`src/rtl/vga_scan_driver.sv`:
```
// Raster-order VGA timing generator: pixel coordinates out, game colour in,
// registered sync and blanking-gated colour to the pins, one-clk frame strobe.
module vga_scan_driver #(
  parameter int CLK_DIV  = 2,
  parameter int H_ACTIVE = 640,
  parameter int H_FP     = 16,
  parameter int H_SYNC   = 96,
  parameter int H_BP     = 48,
  parameter int V_ACTIVE = 480,
  parameter int V_FP     = 10,
  parameter int V_SYNC   = 2,
  parameter int V_BP     = 33,
  parameter bit SYNC_POL = 1'b0
) (
  input  logic        clk,
  input  logic        rst,
  input  logic        vga_red,
  input  logic        vga_green,
  input  logic        vga_blue,
  output logic [10:0] vga_xpos,
  output logic [9:0]  vga_ypos,
  output logic        vga_hs,
  output logic        vga_vs,
  output logic        vga_r_o,
  output logic        vga_g_o,
  output logic        vga_b_o,
  output logic        vga_de,
  output logic        frame_start
);
  localparam int H_TOTAL  = H_ACTIVE + H_FP + H_SYNC + H_BP;
  localparam int V_TOTAL  = V_ACTIVE + V_FP + V_SYNC + V_BP;
  localparam int HS_START = H_ACTIVE + H_FP;
  localparam int HS_END   = HS_START + H_SYNC;
  localparam int VS_START = V_ACTIVE + V_FP;
  localparam int VS_END   = VS_START + V_SYNC;
  localparam int DIV_W    = (CLK_DIV > 1) ? $clog2(CLK_DIV) : 1;

  if (CLK_DIV < 1 || H_TOTAL > 2048 || V_TOTAL > 1024) begin : g_param_check
    $error("vga_scan_driver: CLK_DIV must be >= 1 and totals must fit in 11/10 bits");
  end

  logic [DIV_W-1:0] div_cnt;
  logic [10:0]      h_cnt;
  logic [9:0]       v_cnt;
  logic             pix_tick;
  logic             line_end;
  logic             frame_end;
  logic             active;
  logic             hs_on;
  logic             vs_on;

  // With CLK_DIV=1 the divider sits at 0 and every clk is a pixel tick.
  assign pix_tick  = (div_cnt == DIV_W'(CLK_DIV - 1));
  assign line_end  = (h_cnt == 11'(H_TOTAL - 1));
  assign frame_end = (v_cnt == 10'(V_TOTAL - 1));
  assign active    = (h_cnt < 11'(H_ACTIVE)) && (v_cnt < 10'(V_ACTIVE));
  assign hs_on     = (h_cnt >= 11'(HS_START)) && (h_cnt < 11'(HS_END));
  assign vs_on     = (v_cnt >= 10'(VS_START)) && (v_cnt < 10'(VS_END));

  assign vga_xpos    = h_cnt;
  assign vga_ypos    = v_cnt;
  assign frame_start = pix_tick && (h_cnt == 11'd0) && (v_cnt == 10'd0) && !rst;

  always_ff @(posedge clk) begin
    if (rst) begin
      div_cnt <= '0;
      h_cnt   <= '0;
      v_cnt   <= '0;
    end else begin
      div_cnt <= pix_tick ? '0 : div_cnt + 1'b1;
      if (pix_tick) begin
        if (line_end) begin
          h_cnt <= '0;
          v_cnt <= frame_end ? '0 : v_cnt + 1'b1;
        end else begin
          h_cnt <= h_cnt + 1'b1;
        end
      end
    end
  end

  // Pin stage lags the coordinates by one pixel tick; colour is the game's
  // answer for the coordinate presented during that tick.
  always_ff @(posedge clk) begin
    if (rst) begin
      vga_hs  <= ~SYNC_POL;
      vga_vs  <= ~SYNC_POL;
      vga_de  <= 1'b0;
      vga_r_o <= 1'b0;
      vga_g_o <= 1'b0;
      vga_b_o <= 1'b0;
    end else if (pix_tick) begin
      vga_hs  <= hs_on ? SYNC_POL : ~SYNC_POL;
      vga_vs  <= vs_on ? SYNC_POL : ~SYNC_POL;
      vga_de  <= active;
      vga_r_o <= vga_red & active;
      vga_g_o <= vga_green & active;
      vga_b_o <= vga_blue & active;
    end
  end

endmodule

```
`config.mk`:
```
export PLATFORM = sky130hd
export DESIGN_NAME = vga_scan_driver
export DESIGN_NICKNAME = d
export VERILOG_FILES = /design/src/rtl/vga_scan_driver.sv
export SDC_FILE = /design/constraint.sdc
export NUM_CORES = 1
export LEC_CHECK = 0
export BUFFER_PORTS_ARGS = -buffer_cell sky130_fd_sc_hd__buf_2
export CAP_MARGIN = 40
export CORE_MARGIN = 4
export CORE_UTILIZATION = 56
export DETAILED_ROUTE_END_ITERATION = 10
export PLACE_DENSITY = 0.93
export REMOVE_ABC_BUFFERS = 1
export SYNTH_ARGS = -nofsm -noshare
export SYNTH_HDL_FRONTEND = slang
export SYNTH_SLANG_ARGS = --single-unit
```
`constraint.sdc`:
```
create_clock -name clk -period 4.77 [get_ports clk]
set_input_delay 0.954 -clock clk [delete_from_list [all_inputs] [get_ports clk]]
set_output_delay 0.954 -clock clk [all_outputs]
set_load 0.005 [all_outputs]
```
==> run summary <==
==========================================================================================
CP arrival                                                                         2050 ps
Number of max-cap violations                                                             0
Max H-tree Level                                                                         1
Clock edge transition at the registers on the reported setup and hold paths         150 ps
Transition time at the pin with the least slew margin                               426 ps
Max-Slew Margin vs Limit                                                             0.715
Port bufs                                                                               32
Critical register-to-register path endpoint                                    vga_ypos[9]
Detailed-route wire length per cell                                                15.5 um
Fmax                                                                             0.333 GHz
Residual DRC                                                                             0
Drt via density                                                                       6.15
Share of cells above drive strength 1                                                0.215
First-pass iteration count of the detailed router                                        4
I/O pins                                                                                33
Die Height                                                                         57.2 um
Number of global-route vias before repair                                             1167
Layout overhead on the synthesized area                                              13.3%
Crit path launch type                                                         primary input
Mux share of post-synthesis cell area                                                    0
Xor and xnor area share after synthesis                                             0.0712
Standard cell core area                                                           2250 um2
Sink of the worst hold path                                                         vga_de
DIE AREA                                                                          3270 um2
Buffer cell driving the clock tree root                                       sky130_fd_sc_hd__clkbuf_4
Adder-cell share of the synthesized area                                            0.0370
Simple-gate area share of the yosys netlist                                          0.316
Worst-skew pair later-pin latency                                                   330 ps
Proportion of synthesized chip area in sequential cells                              0.414
Post-layout utilization of the core                                                  0.680
Pin count of the biggest net entering global routing                                    17
Power Density                                                                   238 nW/um2
Post-DP HPWL                                                                       2.47 mm
Post-Route Skew                                                                    7.17 ps
Leading cell type in the layout, fill and taps excluded                       sky130_fd_sc_hd__buf_2
Worst min path class                                                          register to register
Total clock sinks                                                                       28
Setup Buffers After CTS                                                                  0
Pins Over Slew Limit                                                                     0
Final Instance Area                                                               1530 um2
Nets                                                                                   197
ANT nets after route                                                                     0
Number of buffers added by the clock tree synthesis step                                 3
Kind of critical path                                                         primary input to primary output
Maximum VDD drop                                                                0.000196 V
Leak                                                                           0.000624 uW
Aggregate negative setup slack                                                        0 ps
TritonCTS clock tree                                                                   yes
Status                                                                        finished, final reports clean
FF-to-FF Start                                                                 vga_xpos[1]
Placer congestion estimate                                                           0.789
Synth Instances                                                                        158
Horizontal die dimension                                                           57.2 um
Avg Inst Size Synth                                                               8.57 um2
Number of warning messages in the yosys log                                              0
Vias after detailed routing                                                           1316
Commonest non-fill, non-tap cells in the layout                               sky130_fd_sc_hd__buf_2 (32), sky130_fd_sc_hd__dfxtp_1 (28), sky130_fd_sc_hd__nor2_1 (15)
Cell area after technology mapping                                                1350 um2
Setup repair after global routing missed its margin                                  false
Finish-stage setup viols                                                                 0
Antenna diode count                                                                      0
Final Hold Viols                                                                         0
Synth Area in Compound Gates                                                         0.115
Remaining global-route overflow                                                          0
Post-route total power                                                              365 uW
Wire length of the first global-routing pass                                       5.25 mm
Setup slack of the worst register-to-register path                                 2470 ps
# rows                                                                                  17
Required time of the worst setup path                                              3820 ps
All-layer global routing usage                                                       0.201
Hold-fix buffer count after cts                                                          0
Initial Utilization                                                                  0.600
Initial detailed-routing violation count                                                48
Post-CTS resize count                                                                    0
Number of buffers on the longest clock path                                              2
Number of cells on the worst reg-to-reg path                                             5
Highest net fanout along the worst path                                                 11
Synthesis-stage register bit count                                                      28
Endpoint class of the critical path                                           primary output
Final cycle utilization of the critical path                                         0.629
Post-layout minimum cycle time                                                     3000 ps
Initial antenna violation count                                                          0
Placed Instance Area                                                              1510 um2
Beginning of the worst hold path                                                    vga_de
Post-Route WL                                                                      3.32 mm
Number of distinct library cells after synthesis                                        36
Count of cells along the worst hold path                                                 1
Dominant combinational cell family by area after synthesis                    simple AND/OR/NAND/NOR gates
==========================================================================================
-- registers in the layout, summed over array words and instances, names as in the netlist --
| register | flops |
|---|---|
| vga_b_o | 1 |
| vga_g_o | 1 |
| vga_ypos | 10 |
| vga_xpos | 11 |
| vga_de | 1 |
| div_cnt | 1 |
| vga_r_o | 1 |
| vga_hs | 1 |
| vga_vs | 1 |
-- worst max-delay path, stage by stage --
cell                       delay (ps)
sky130_fd_sc_hd__buf_2            160
sky130_fd_sc_hd__nand2b_1         200
sky130_fd_sc_hd__or3_1            350
sky130_fd_sc_hd__nor3_1           230
sky130_fd_sc_hd__buf_2            150
-- report_power, final --
group,total [uW],switching (uW),internal [uW]
registers,244,5.42,238
logic,22.7,11.8,10.9
clock network,98.7,69.0,29.7
-- per-stage QoR --
step | cells | setup slack [ps] | hold slack [ps]
floorplan | 151 | 2170 | 451
global placement | 211 | 1840 | 429
detailed placement | 211 | 1800 | 436
CTS | 214 | 1790 | 468
global route | 214 | 1740 | 493
finish | 214 | 1770 | 467
-- layout make-up --
class                   count  area (um2)
repair buffers             32         160
flip-flops and latches     28         561
inverters                   7        26.3
well taps                  28        35.0
multi-input cells         116         729
clock buffers               3        22.5
fillers                   200         721
-- logic make-up (layout without fill, tap and decap cells) --
group / Yosys count / after routing
compound gates: 25 / 25
xor+xnor: 11 / 11
fa+ha+maj: 4 / 4
buf+inv: 14 / 42
flops: 28 / 28
simple gates: 76 / 76
-- routing by layer --
| layer | share of wire | up-vias | global-route usage |
|---|---|---|---|
| met5 | 0 | - | 0 |
| met4 | 0.0057 | 0 | 0.0464 |
| met3 | 0.077 | 4 | 0.0566 |
| met2 | 0.51 | 65 | 0.357 |
| met1 | 0.41 | 627 | 0.238 |
| li1 | - | 620 | - |
-- worst max path at each step --
stage	from	to	slack, ps	cells after the start
after floorplan	rst	frame_start	2170	3
after global routing	rst	frame_start	1740	5
after CTS	rst	frame_start	1790	5
final	rst	frame_start	1770	5
after global placement	rst	frame_start	1840	5
after detailed placement	rst	frame_start	1800	5
-- synth_stat cells --
| cell | count | area (um2) |
|---|---|---|
| sky130_fd_sc_hd__ha_1 | 4 | 50.1 |
| sky130_fd_sc_hd__nand3b_1 | 1 | 7.51 |
| sky130_fd_sc_hd__o31ai_1 | 2 | 15.0 |
| sky130_fd_sc_hd__nor4b_1 | 1 | 8.76 |
| sky130_fd_sc_hd__buf_6 | 1 | 11.3 |
| sky130_fd_sc_hd__nand2_1 | 13 | 48.8 |
| sky130_fd_sc_hd__clkbuf_1 | 3 | 11.3 |
| sky130_fd_sc_hd__a22o_1 | 3 | 26.3 |
| sky130_fd_sc_hd__buf_2 | 3 | 15.0 |
| sky130_fd_sc_hd__nand2b_1 | 3 | 18.8 |
| sky130_fd_sc_hd__nand4_1 | 5 | 31.3 |
| sky130_fd_sc_hd__and2_1 | 1 | 6.26 |
| sky130_fd_sc_hd__nor2_1 | 15 | 56.3 |
| sky130_fd_sc_hd__o21ai_0 | 6 | 30.0 |
| sky130_fd_sc_hd__and3_1 | 2 | 12.5 |
| sky130_fd_sc_hd__nor4_1 | 5 | 31.3 |
| sky130_fd_sc_hd__nor3_1 | 5 | 25.0 |
| sky130_fd_sc_hd__or2_2 | 1 | 6.26 |
| sky130_fd_sc_hd__dfxtp_1 | 28 | 561 |
| sky130_fd_sc_hd__xor2_1 | 6 | 52.6 |
| sky130_fd_sc_hd__and4_1 | 2 | 17.5 |
| sky130_fd_sc_hd__nand3_1 | 8 | 40.0 |
| sky130_fd_sc_hd__or3b_2 | 1 | 8.76 |
| sky130_fd_sc_hd__o21bai_2 | 1 | 11.3 |
| sky130_fd_sc_hd__nor4_4 | 1 | 21.3 |
| sky130_fd_sc_hd__or4_1 | 2 | 15.0 |
| sky130_fd_sc_hd__nor2b_1 | 1 | 6.26 |
| sky130_fd_sc_hd__a21oi_1 | 10 | 50.1 |
| sky130_fd_sc_hd__a21o_1 | 1 | 7.51 |
| sky130_fd_sc_hd__a31oi_1 | 1 | 6.26 |
| sky130_fd_sc_hd__or3_1 | 7 | 43.8 |
| sky130_fd_sc_hd__o311ai_0 | 1 | 8.76 |
| sky130_fd_sc_hd__nand4_2 | 1 | 12.5 |
| sky130_fd_sc_hd__inv_1 | 7 | 26.3 |
| sky130_fd_sc_hd__xnor2_1 | 5 | 43.8 |
| sky130_fd_sc_hd__and4b_1 | 1 | 10.0 |
Note: power is estimated with default switching activity, not from simulation.
